[config.mk]
export PLATFORM = sky130hd
export DESIGN_NAME = inst_fetch_unit
export DESIGN_NICKNAME = d
export VERILOG_FILES = /design/src/rtl/inst_fetch_unit.sv
export SDC_FILE = /design/constraint.sdc
export NUM_CORES = 1
export LEC_CHECK = 0
export CORE_UTILIZATION = 53
export DETAILED_ROUTE_END_ITERATION = 7
export HOLD_SLACK_MARGIN = 0.02
export PLACE_DENSITY = 0.86
export SYNTH_ARGS = -nofsm -noshare
export SYNTH_HDL_FRONTEND = slang
export SYNTH_SLANG_ARGS = --single-unit
[constraint.sdc]
create_clock -name clka -period 5.8 [get_ports clka]
set_input_delay 0.58 -clock clka [delete_from_list [all_inputs] [get_ports clka]]
set_output_delay 0.58 -clock clka [all_outputs]
set_load 0.02 [all_outputs]
[src/rtl/inst_fetch_unit.sv]
// Instruction fetch engine: issues reads to a one-cycle-latency ROM, buffers
// returned words in a small FIFO and hands them to decode over valid/ready.
module inst_fetch_unit #(
    parameter int unsigned ADDR_WIDTH = 6,
    parameter int unsigned DATA_WIDTH = 32,
    parameter int unsigned FIFO_DEPTH = 2,
    parameter int unsigned RESET_ADDR = 0
) (
    input  logic                  clka,
    input  logic                  rst,
    input  logic                  halt,
    input  logic                  redirect,
    input  logic [ADDR_WIDTH-1:0] redirect_addr,
    output logic                  rom_en,
    output logic [ADDR_WIDTH-1:0] rom_addr,
    input  logic [DATA_WIDTH-1:0] rom_data,
    output logic                  inst_valid,
    input  logic                  inst_ready,
    output logic [DATA_WIDTH-1:0] inst_code,
    output logic [ADDR_WIDTH-1:0] inst_addr,
    output logic [ADDR_WIDTH-1:0] pc
);

    localparam int unsigned PTR_W = $clog2(FIFO_DEPTH);
    localparam int unsigned CNT_W = PTR_W + 1;
    localparam int unsigned OCC_W = CNT_W + 1;

    logic [ADDR_WIDTH-1:0] pc_q;
    logic [ADDR_WIDTH-1:0] pc_d;
    logic                  inflight_q;
    logic [ADDR_WIDTH-1:0] tag_q;
    logic [PTR_W-1:0]      rd_ptr_q;
    logic [PTR_W-1:0]      wr_ptr_q;
    logic [CNT_W-1:0]      count_q;
    logic [ADDR_WIDTH-1:0] fifo_addr [FIFO_DEPTH];
    logic [DATA_WIDTH-1:0] fifo_data [FIFO_DEPTH];

    logic                  issue;
    logic                  pop;
    logic                  push;
    logic [OCC_W-1:0]      occupancy;

    assign inst_valid = (count_q != '0);
    assign inst_code  = inst_valid ? fifo_data[rd_ptr_q] : '0;
    assign inst_addr  = inst_valid ? fifo_addr[rd_ptr_q] : '0;
    assign pc         = pc_q;

    assign pop    = inst_valid & inst_ready;
    assign push   = inflight_q & ~redirect;
    assign rom_en = issue & rst;

    // Issue decision: redirect overrides; otherwise only issue if the word
    // will have a FIFO slot when it returns next cycle.
    always_comb begin
        issue     = 1'b0;
        rom_addr  = pc_q;
        pc_d      = pc_q;
        occupancy = OCC_W'(count_q) + OCC_W'(inflight_q) - OCC_W'(pop);
        if (redirect) begin
            issue    = ~halt;
            rom_addr = redirect_addr;
            pc_d     = halt ? redirect_addr : redirect_addr + ADDR_WIDTH'(1);
        end else if (!halt && (occupancy < OCC_W'(FIFO_DEPTH))) begin
            issue = 1'b1;
            pc_d  = pc_q + ADDR_WIDTH'(1);
        end
    end

    always_ff @(posedge clka or negedge rst) begin
        if (!rst) begin
            pc_q       <= ADDR_WIDTH'(RESET_ADDR);
            inflight_q <= 1'b0;
            tag_q      <= '0;
            rd_ptr_q   <= '0;
            wr_ptr_q   <= '0;
            count_q    <= '0;
        end else begin
            pc_q       <= pc_d;
            inflight_q <= issue;
            tag_q      <= rom_addr;
            if (redirect) begin
                rd_ptr_q <= '0;
                wr_ptr_q <= '0;
                count_q  <= '0;
            end else begin
                if (push) wr_ptr_q <= wr_ptr_q + PTR_W'(1);
                if (pop)  rd_ptr_q <= rd_ptr_q + PTR_W'(1);
                count_q <= count_q + CNT_W'(push) - CNT_W'(pop);
            end
        end
    end

    // FIFO storage; contents are only observed through the valid-gated head.
    always_ff @(posedge clka) begin
        if (push) begin
            fifo_addr[wr_ptr_q] <= tag_q;
            fifo_data[wr_ptr_q] <= rom_data;
        end
    end

endmodule

Word level (Yosys, flattened, before mapping)

Memory sizes are Yosys's and may differ from the RTL's.
Index checks and enable logic that the tools add are counted.
Widths: inputs -> output; s select.

Flip-flop bits (word level): 17
Bits in latches: 0
Memory bits (writable): 76
Memory bits (read-only): 0
Bits of input ports: 43
Output and inout port bits: 52
Logic and storage cells: 43
Memories kept: 2

Memory list:

| memory    | words | bits a word | rd ports | clocked after memory_dff | write ports | line | source |
|---|---|---|---|---|---|---|---|
| fifo_data | 2     | 32          | 1        | 0                        | 1           | 36   | `logic [DATA_WIDTH-1:0] fifo_data [FIFO_DEPTH];` |
| fifo_addr | 2     | 6           | 1        | 0                        | 1           | 35   | `logic [ADDR_WIDTH-1:0] fifo_addr [FIFO_DEPTH];` |

Add/subtract/negate cells: 8
Multiply operators: 0
Divide/modulo/power cells: 0
Magnitude comparators: 1
Equal/unequal tests: 0
Shift-type cells: 0
Multiplexer cells: 15
Bitwise operators: 5
Reduce and logical (&&, ||, !) cells: 6

Operators with widths:

| cell                | number |
|---|---|
| $mux 32             | 1 |
| $mux 6              | 5 |
| $add 6x1->6 const B | 2 |
| $mux 1              | 8 |
| $reduce_bool 2->1   | 4 |
| $add 2x1->3         | 1 |
| $and 1x1->1         | 3 |
| $lt 3x2->1 const B  | 1 |
| $sub 3x1->3         | 1 |
| $add 1x1->1 const B | 2 |
| $add 2x1->2         | 1 |
| $mux 2              | 1 |
| $not 1->1           | 2 |
| $sub 2x1->2         | 1 |
| $logic_and 1x1->1   | 1 |
| $logic_not 1->1     | 1 |

Depth between registers and ports, before layout

Gate-level depths: netlist (run 1).

Word-level depth: 8
Depth in mapped cells: 8
Mapped depth without buffers: 8

Worst setup path after synthesis (run 1)

Ideal clock, no wire load.

Path type: input-to-reg
Start: in redirect
End: mem fifo_addr[0][0] (enable)
Setup time: 0.433 ns
Data arrival time: 2.549 ns
Required time: 5.367 ns
Slack: 2.818 ns
Stages on the path: 4
Path buffers: 1
Path through: buf_2 -> clkinv_1 -> nand2_1 -> nor2_1

Longest elaborated chain between the ends: 4

Ends and longest elaborated chain:

| what                         | line | source |
|---|---|---|
| from (decl)                  | 12   | `input logic redirect,` |
| $not 1->1                    | 49   | `assign push = inflight_q & ~redirect;` |
| $and 1x1->1                  | 49   |  |
| $mux 1                       | 95   | `if (push) begin` |
| $mux 1 (implied by the code) | 96   | `fifo_addr[wr_ptr_q] <= tag_q;` |
| to (decl)                    | 35   |  |

No other way between the ends.

Final worst setup path (run 1)

Start: in inst_ready
End: out rom_en

Longest elaborated chain between the ends: 7

Ends and longest elaborated chain:

| what              | line | source |
|---|---|---|
| from (decl)       | 18   | `input logic inst_ready,` |
| $and 1x1->1       | 48   | `assign pop = inst_valid & inst_ready;` |
| $sub 3x1->3       | 58   | `occupancy = OCC_W'(count_q) + OCC_W'(inflight_q) - OCC_W'(pop);` |
| $lt 3x2->1        | 63   | `end else if (!halt && (occupancy < OCC_W'(FIFO_DEPTH))) begin` |
| $logic_and 1x1->1 | 63   |  |
| $mux 1            | 63   |  |
| $mux 1            | 59   | `if (redirect) begin` |
| net issue         | 38   | `logic issue;` |
| $and 1x1->1       | 50   | `assign rom_en = issue & rst;` |
| to (decl)         | 14   | `output logic rom_en,` |

The timed path passes the listed nets, and every way through them passes these cells.

==> flow_summary.yaml, run 1 <==
finish:
  drive_gt1_frac: 0.0741
  stdcell_count: 447
  area_growth_pct: 31.7
  mostFrequentLayoutCells: "clkdlybuf4s50_1 (94), edfxtp_1 (76), nor2_1 (45)"
  final_cell_area_um2: 5030
  diodes: 0
  final_nets: 394
  mostFrequentLayoutCell: "clkdlybuf4s50_1"
outcome:
  outcome: "finished, final reports clean"
placed_design:
  dp_cells: 431
  placedInstanceArea_um2: 4840
  place_hpwl_mm: 4.68
  dpl_worst_slack_ns: 1.94
  placement.io_buffers: 94
  place_congestion: 0.866
setup_path:
  endpoint: "rom_en"
  r2r_start: "count_q[1]$_DFF_PN0_"
  reg2reg_setup_slack_ns: 3.38
  required_ns: 5.22
  crit_fanout: 6
  r2r_end: "count_q[1]$_DFF_PN0_"
  cp.arrival_ns: 3.27
  crit_type: "in2out"
  cp_top_family: "buffers and inverters"
  crit_path_end_kind: "output port"
  worstRegToRegCells: 8
  cp-start-kind: "primary input"
  crit_chain: "clkdlybuf4s50_1, nand2_1, nor2_1, o21ai_0, fa_1, xor2_2, nand2b_1, a21oi_1, and2_1, clkdlybuf4s50_1"
  crit_slowest_cell: "clkdlybuf4s50_1"
  path_depth: 10
  cpMostUsedCell: "clkdlybuf4s50_1"
  cpPeakStageDelay_ns: 0.60
  path_buf_inv: 2
  crit_start: "inst_ready"
global_routing:
  antenna_found_initial: 0
  grtUsageMet2: 0.342
  grt_pass1_vias: 2215
  top_usage_layer: "met2"
  grt-ovfl-total: 0
  grt_first_pass_wirelength_mm: 11.1
  grt_max_degree: 40
  grt_use_total: 0.201
  grtUsageMet3: 0.0370
  met1_usage: 0.258
floorplanning:
  dieArea_um2: 7560
  io-pin-count: 95
  core_region_area_um2: 6870
  die_w_um: 86.9
  dieHeight_um: 86.9
  core.rowCount: 30
  start_util: 0.556
synthesis:
  yosysSeqAreaShare: 0.708
  synth_seq_cells: 93
  async_reset_ff_frac: 0.183
  postSynthAreaPerCell_um2: 15.2
  post_synth_num_cell_types: 31
  synth_edf_count: 76
  netlist_area_um2: 3820
  syn_nets: 300
  syn_inst: 252
  ys.flop_type: "edfxtp_1"
  synth_warnings: 0
clock_tree:
  cts_resized: 0
  holdBufCountCts: 0
  cts_tree: "yes"
  clock_latency_ns: 0.34
  clock_path_buffers: 2
  cts.clk_slew.worst_paths_ns: 0.09
  cts_root_buf: "clkbuf_8"
  cts_sinks: 93
  htree_levels: 3
  post-cts-setup-buffer-count: 0
  numCtsBuffers: 9
sta:
  finalSetupViolCount: 0
  finalSetupTns_ns: 0
  worstMarginPinSlew_ns: 1.15
  max-slew-margin-rel: 0.232
  rsz0062_at_grt: "false"
  fin_ws_ns: 1.95
  finalMaxSlewViolations: 0
  max_freq_mhz: 260
  finClkSkew_ns: 0.0100
  final_hold_viol_count: 0
  post-route-min-period_ns: 3.85
  whs_ns: 0.450
  finalCritPeriodShare: 0.664
route:
  post-route-drc-count: 0
  wl_mm: 7.16
  wl_per_cell_um: 16.0
  drt_pre_antenna_iters: 4
  drt-vias-per-instance: 5.08
  ant_nets: 0
  via_count: 2270
  first_iter_violations: 119
worst_hold_path:
  hp-class: "reg2reg"
power_and_ir_drop:
  peakVddDrop_mv: 0.314
  p_leak_uw: 0.00173
  power_density_nw_per_um2: 453
job:
  cap_viol_max_count: 0
-- cell type report --
type / instances / area, um^2
multi-input combinational: 145 / 1060
fill: 441 / 1830
timing repair buffer: 94 / 941
clock buffer: 10 / 128
sequential: 93 / 2710
tap: 96 / 120
clock inverter: 6 / 62.6
inverter: 3 / 11.3
-- cell usage after synthesis (2+ instances only) --
library cell / instances / area, um^2
dfrtp_1: 17 / 425
nor2b_1: 3 / 18.8
nor2_1: 47 / 176
nand2b_1: 2 / 12.5
nand3_1: 2 / 10.0
o21ai_0: 3 / 15.0
clkbuf_1: 3 / 11.3
a21oi_1: 2 / 10.0
buf_2: 6 / 30.0
mux2_2: 6 / 67.6
buf_4: 2 / 15.0
ha_1: 4 / 50.1
inv_1: 2 / 7.51
mux2i_1: 41 / 410
edfxtp_1: 76 / 2280
nand2_1: 8 / 30.0
and2_1: 2 / 12.5
xor2_1: 3 / 26.3
xnor2_1: 11 / 96.3
-- worst min path at each step --
stage | startpoint | to | slack [ns] | cells after the start
5_1_grt | tag_q[2]$_DFF_PN0_ | fifo_addr[0][2]$_DFFE_PP_ | 0.46 | 0
3_5_place_dp | tag_q[2]$_DFF_PN0_ | fifo_addr[1][2]$_DFFE_PP_ | 0.43 | 0
2_1_floorplan | rst | count_q[0]$_DFF_PN0_ | 0.28 | 0
6_report | tag_q[2]$_DFF_PN0_ | fifo_addr[1][2]$_DFFE_PP_ | 0.45 | 0
4_1_cts | tag_q[2]$_DFF_PN0_ | fifo_addr[0][2]$_DFFE_PP_ | 0.45 | 0
3_3_place_gp | tag_q[3]$_DFF_PN0_ | fifo_addr[0][3]$_DFFE_PP_ | 0.42 | 0
-- per-layer routing --
metal  routed length, um  part of all wire  vias up
met1                3010              0.42     1094
met2                3680              0.51       81
met3                 396             0.055        7
li1                    -                 -     1088
met4                  71            0.0099        0
met5                   0                 0        -
-- power by group --
part / leakage (uW) / internal (uW) / total (uW) / switching (uW)
clock network: 0.0000920 / 199 / 414 / 215
registers: 0.000901 / 832 / 936 / 104
logic: 0.000737 / 441 / 929 / 488
-- per-stage QoR --
stage	util	power, uW
detailed placement	0.705	1880
CTS	0.733	2300
global route	0.733	2400
floorplan	-	1470
finish	0.733	2280
global placement	0.705	1860
-- logic make-up (layout without fill, tap and decap cells) --
| family | count (synthesis) | count (layout) | synth area share |
|---|---|---|---|
| buffers and inverters | 14 | 113 | 0.0177 |
| flip-flops | 93 | 93 | 0.708 |
| AO/OA/AOI/OAI | 7 | 7 | 0.00982 |
| multiplexers | 47 | 47 | 0.125 |
| XOR/XNOR | 15 | 15 | 0.0363 |
| adder cells (fa/ha/maj) | 5 | 5 | 0.0183 |
| AND/OR/NAND/NOR | 71 | 71 | 0.0845 |
-- registers in the layout (all words and copies together) (netlist names) --
name and count:
fifo_addr 12, wr_ptr_q 1, rd_ptr_q 1, inflight_q 1
pc 6, fifo_data 64, count_q 2, tag_q 6
Power figures use the tool's default switching activity.
==> run 2: changes to the inputs <==
--- a/config.mk
+++ b/config.mk
@@ -5,10 +5,10 @@
 export SDC_FILE = /design/constraint.sdc
 export NUM_CORES = 1
 export LEC_CHECK = 0
-export CORE_UTILIZATION = 53
+export CORE_UTILIZATION = 49
 export DETAILED_ROUTE_END_ITERATION = 7
 export HOLD_SLACK_MARGIN = 0.02
-export PLACE_DENSITY = 0.86
+export PLACE_DENSITY = 0.81
 export SYNTH_ARGS = -nofsm -noshare
 export SYNTH_HDL_FRONTEND = slang
 export SYNTH_SLANG_ARGS = --single-unit
==> constraint.sdc (replaced) <==
create_clock -name clka -period 3.55 [get_ports clka]
set_input_delay 0.355 -clock clka [delete_from_list [all_inputs] [get_ports clka]]
set_output_delay 0.355 -clock clka [all_outputs]
set_load 0.02 [all_outputs]
==> flow_summary.yaml, run 2 (synthesis results as in run 1) <==
outcome:
  outcome: "finished, final reports clean"
finish:
  n_fill_cell: 507
  largest_reg_flops: 64
  mostFrequentLayoutCell: "clkdlybuf4s50_1"
  stdcell_count: 456
  final_nets: 400
  drive_gt1_frac: 0.101
  seq_area_um2: 2710
  largest-register: "fifo_data"
  largestRegisters: "fifo_data: 64 flops, fifo_addr: 12 flops"
  diodes: 0
  utilization: 0.688
  multi_input_area_um2: 1060
  mostFrequentLayoutCells: "clkdlybuf4s50_1 (94), edfxtp_1 (76), nor2_1 (45)"
  area_growth_pct: 33.4
clock_tree:
  cts.clk_slew.worst_paths_ns: 0.09
  cts_tree: "yes"
  htree_levels: 3
  numCtsBuffers: 9
  cts_sinks: 93
  clock_path_buffers: 2
  clock_latency_ns: 0.35
  cts_root_buf: "clkbuf_8"
  post-cts-setup-buffer-count: 0
route:
  first_iter_violations: 86
  drt_pre_antenna_iters: 4
  drt-vias-per-instance: 5.00
  ant_nets: 0
  wl_mm: 7.10
  post-route-drc-count: 0
  via_count: 2280
  wl_per_cell_um: 15.6
job:
  cap_viol_max_count: 0
power_and_ir_drop:
  peakVddDrop_mv: 0.558
  p_leak_uw: 0.00176
  power_density_nw_per_um2: 740
sta:
  final_hold_viol_count: 0
  finalCritPeriodShare: 0.930
  post-route-min-period_ns: 3.30
  max-slew-margin-rel: 0.389
  finalSetupTns_ns: 0
  max_freq_mhz: 303
  finClkSkew_ns: 0.0107
  worstMarginPinSlew_ns: 0.917
  finalSetupViolCount: 0
  finalMaxSlewViolations: 0
  rsz0062_at_grt: "false"
floorplanning:
  io-pin-count: 95
  start_util: 0.516
  die_w_um: 90.3
  core.rowCount: 31
  core_region_area_um2: 7410
  dieArea_um2: 8160
  dieHeight_um: 90.3
global_routing:
  grt_pass1_vias: 2269
  antenna_found_initial: 0
  grt-ovfl-total: 0
  grt_use_total: 0.184
  grt_first_pass_wirelength_mm: 11.4
  grt_max_degree: 39
setup_path:
  cp.arrival_ns: 2.95
  cp-start-kind: "primary input"
  crit_type: "in2out"
  required_ns: 3.19
  crit_fanout: 6
  crit_path_end_kind: "output port"
  worstRegToRegCells: 8
worst_hold_path:
  hp-class: "in2async"
placed_design:
  placement.io_buffers: 94
  place_hpwl_mm: 4.81
  place_congestion: 0.854
  dp_cells: 440
[run 2: cell count changes in the layout (fill, tap and decap cells not counted)]
cell | before | now
clkbuf_1 | 1 | 0
clkinv_4 | 1 | 0
clkinv_1 | 3 | 1
clkinvlp_4 | 1 | 3
inv_8 | 0 | 1
inv_6 | 1 | 2
buf_4 | 0 | 6
dfrtp_2 | 1 | 2
dfrtp_1 | 16 | 15
[run 2: cell type report]
| cell class | count | area share |
|---|---|---|
| Sequential cell | 93 | 0.531 |
| Multi-Input combinational cell | 145 | 0.209 |
| Timing Repair Buffer | 100 | 0.193 |
| Clock buffer | 9 | 0.0243 |
| Tap cell | 99 | 0.0243 |
| Clock inverter | 7 | 0.0159 |
| Inverter | 3 | 0.00221 |
[run 2: metal layers]
metal | global-route usage | share of wire
met1 | 0.235 | 0.45
met2 | 0.304 | 0.48
met3 | 0.0505 | 0.057
met4 | 0.0605 | 0.015
met5 | 0 | 0
[run 2: through the flow]
step	worst slack [ns]	hold slack, ns	cell area [um^2]	power [uW]
floorplan	0.793	0.0594	3820	2410
global placement	0.274	0.422	4890	3070
detailed placement	0.213	0.427	4890	3110
CTS	0.124	0.319	5100	3820
global route	0.0729	0.325	5100	3970
finish	0.248	0.329	5100	3780
[run 2: what timing repair did]
action	CTS	global route
gates resized for setup	0	1
hold buffers	0	0
endpoints found under the setup margin	0	1
[run 2: critical path: stages]
cell and delay [ns]:
clkdlybuf4s50_1 0.50, nand2_1 0.06, nor2_1 0.15, o21ai_0 0.14, fa_1 0.42, xor2_2 0.23, nand2b_1 0.18, a21oi_1 0.17
and2_1 0.14, clkdlybuf4s50_1 0.60
[run 2: worst paths after layout]
kind                                       from                   endpoint  slack (ns)
setup reg to reg           count_q[1]$_DFF_PN0_          pc[5]$_DFFE_PN0P_        1.35
setup / recovery                     inst_ready                     rom_en        0.25
min in group clka            tag_q[1]$_DFF_PN0_  fifo_addr[1][1]$_DFFE_PP_        0.45
hold reg to reg              tag_q[1]$_DFF_PN0_  fifo_addr[1][1]$_DFFE_PP_        0.45
hold / removal                              rst         tag_q[4]$_DFF_PN0_        0.33
max in group asynchronous                   rst       count_q[1]$_DFF_PN0_        3.00
[run 2: power by group]
part | switching [uW] | internal (uW) | total (uW)
combinational | 862 | 734 | 1600
clock | 372 | 335 | 707
sequential | 114 | 1360 | 1470
total | 1350 | 2430 | 3780
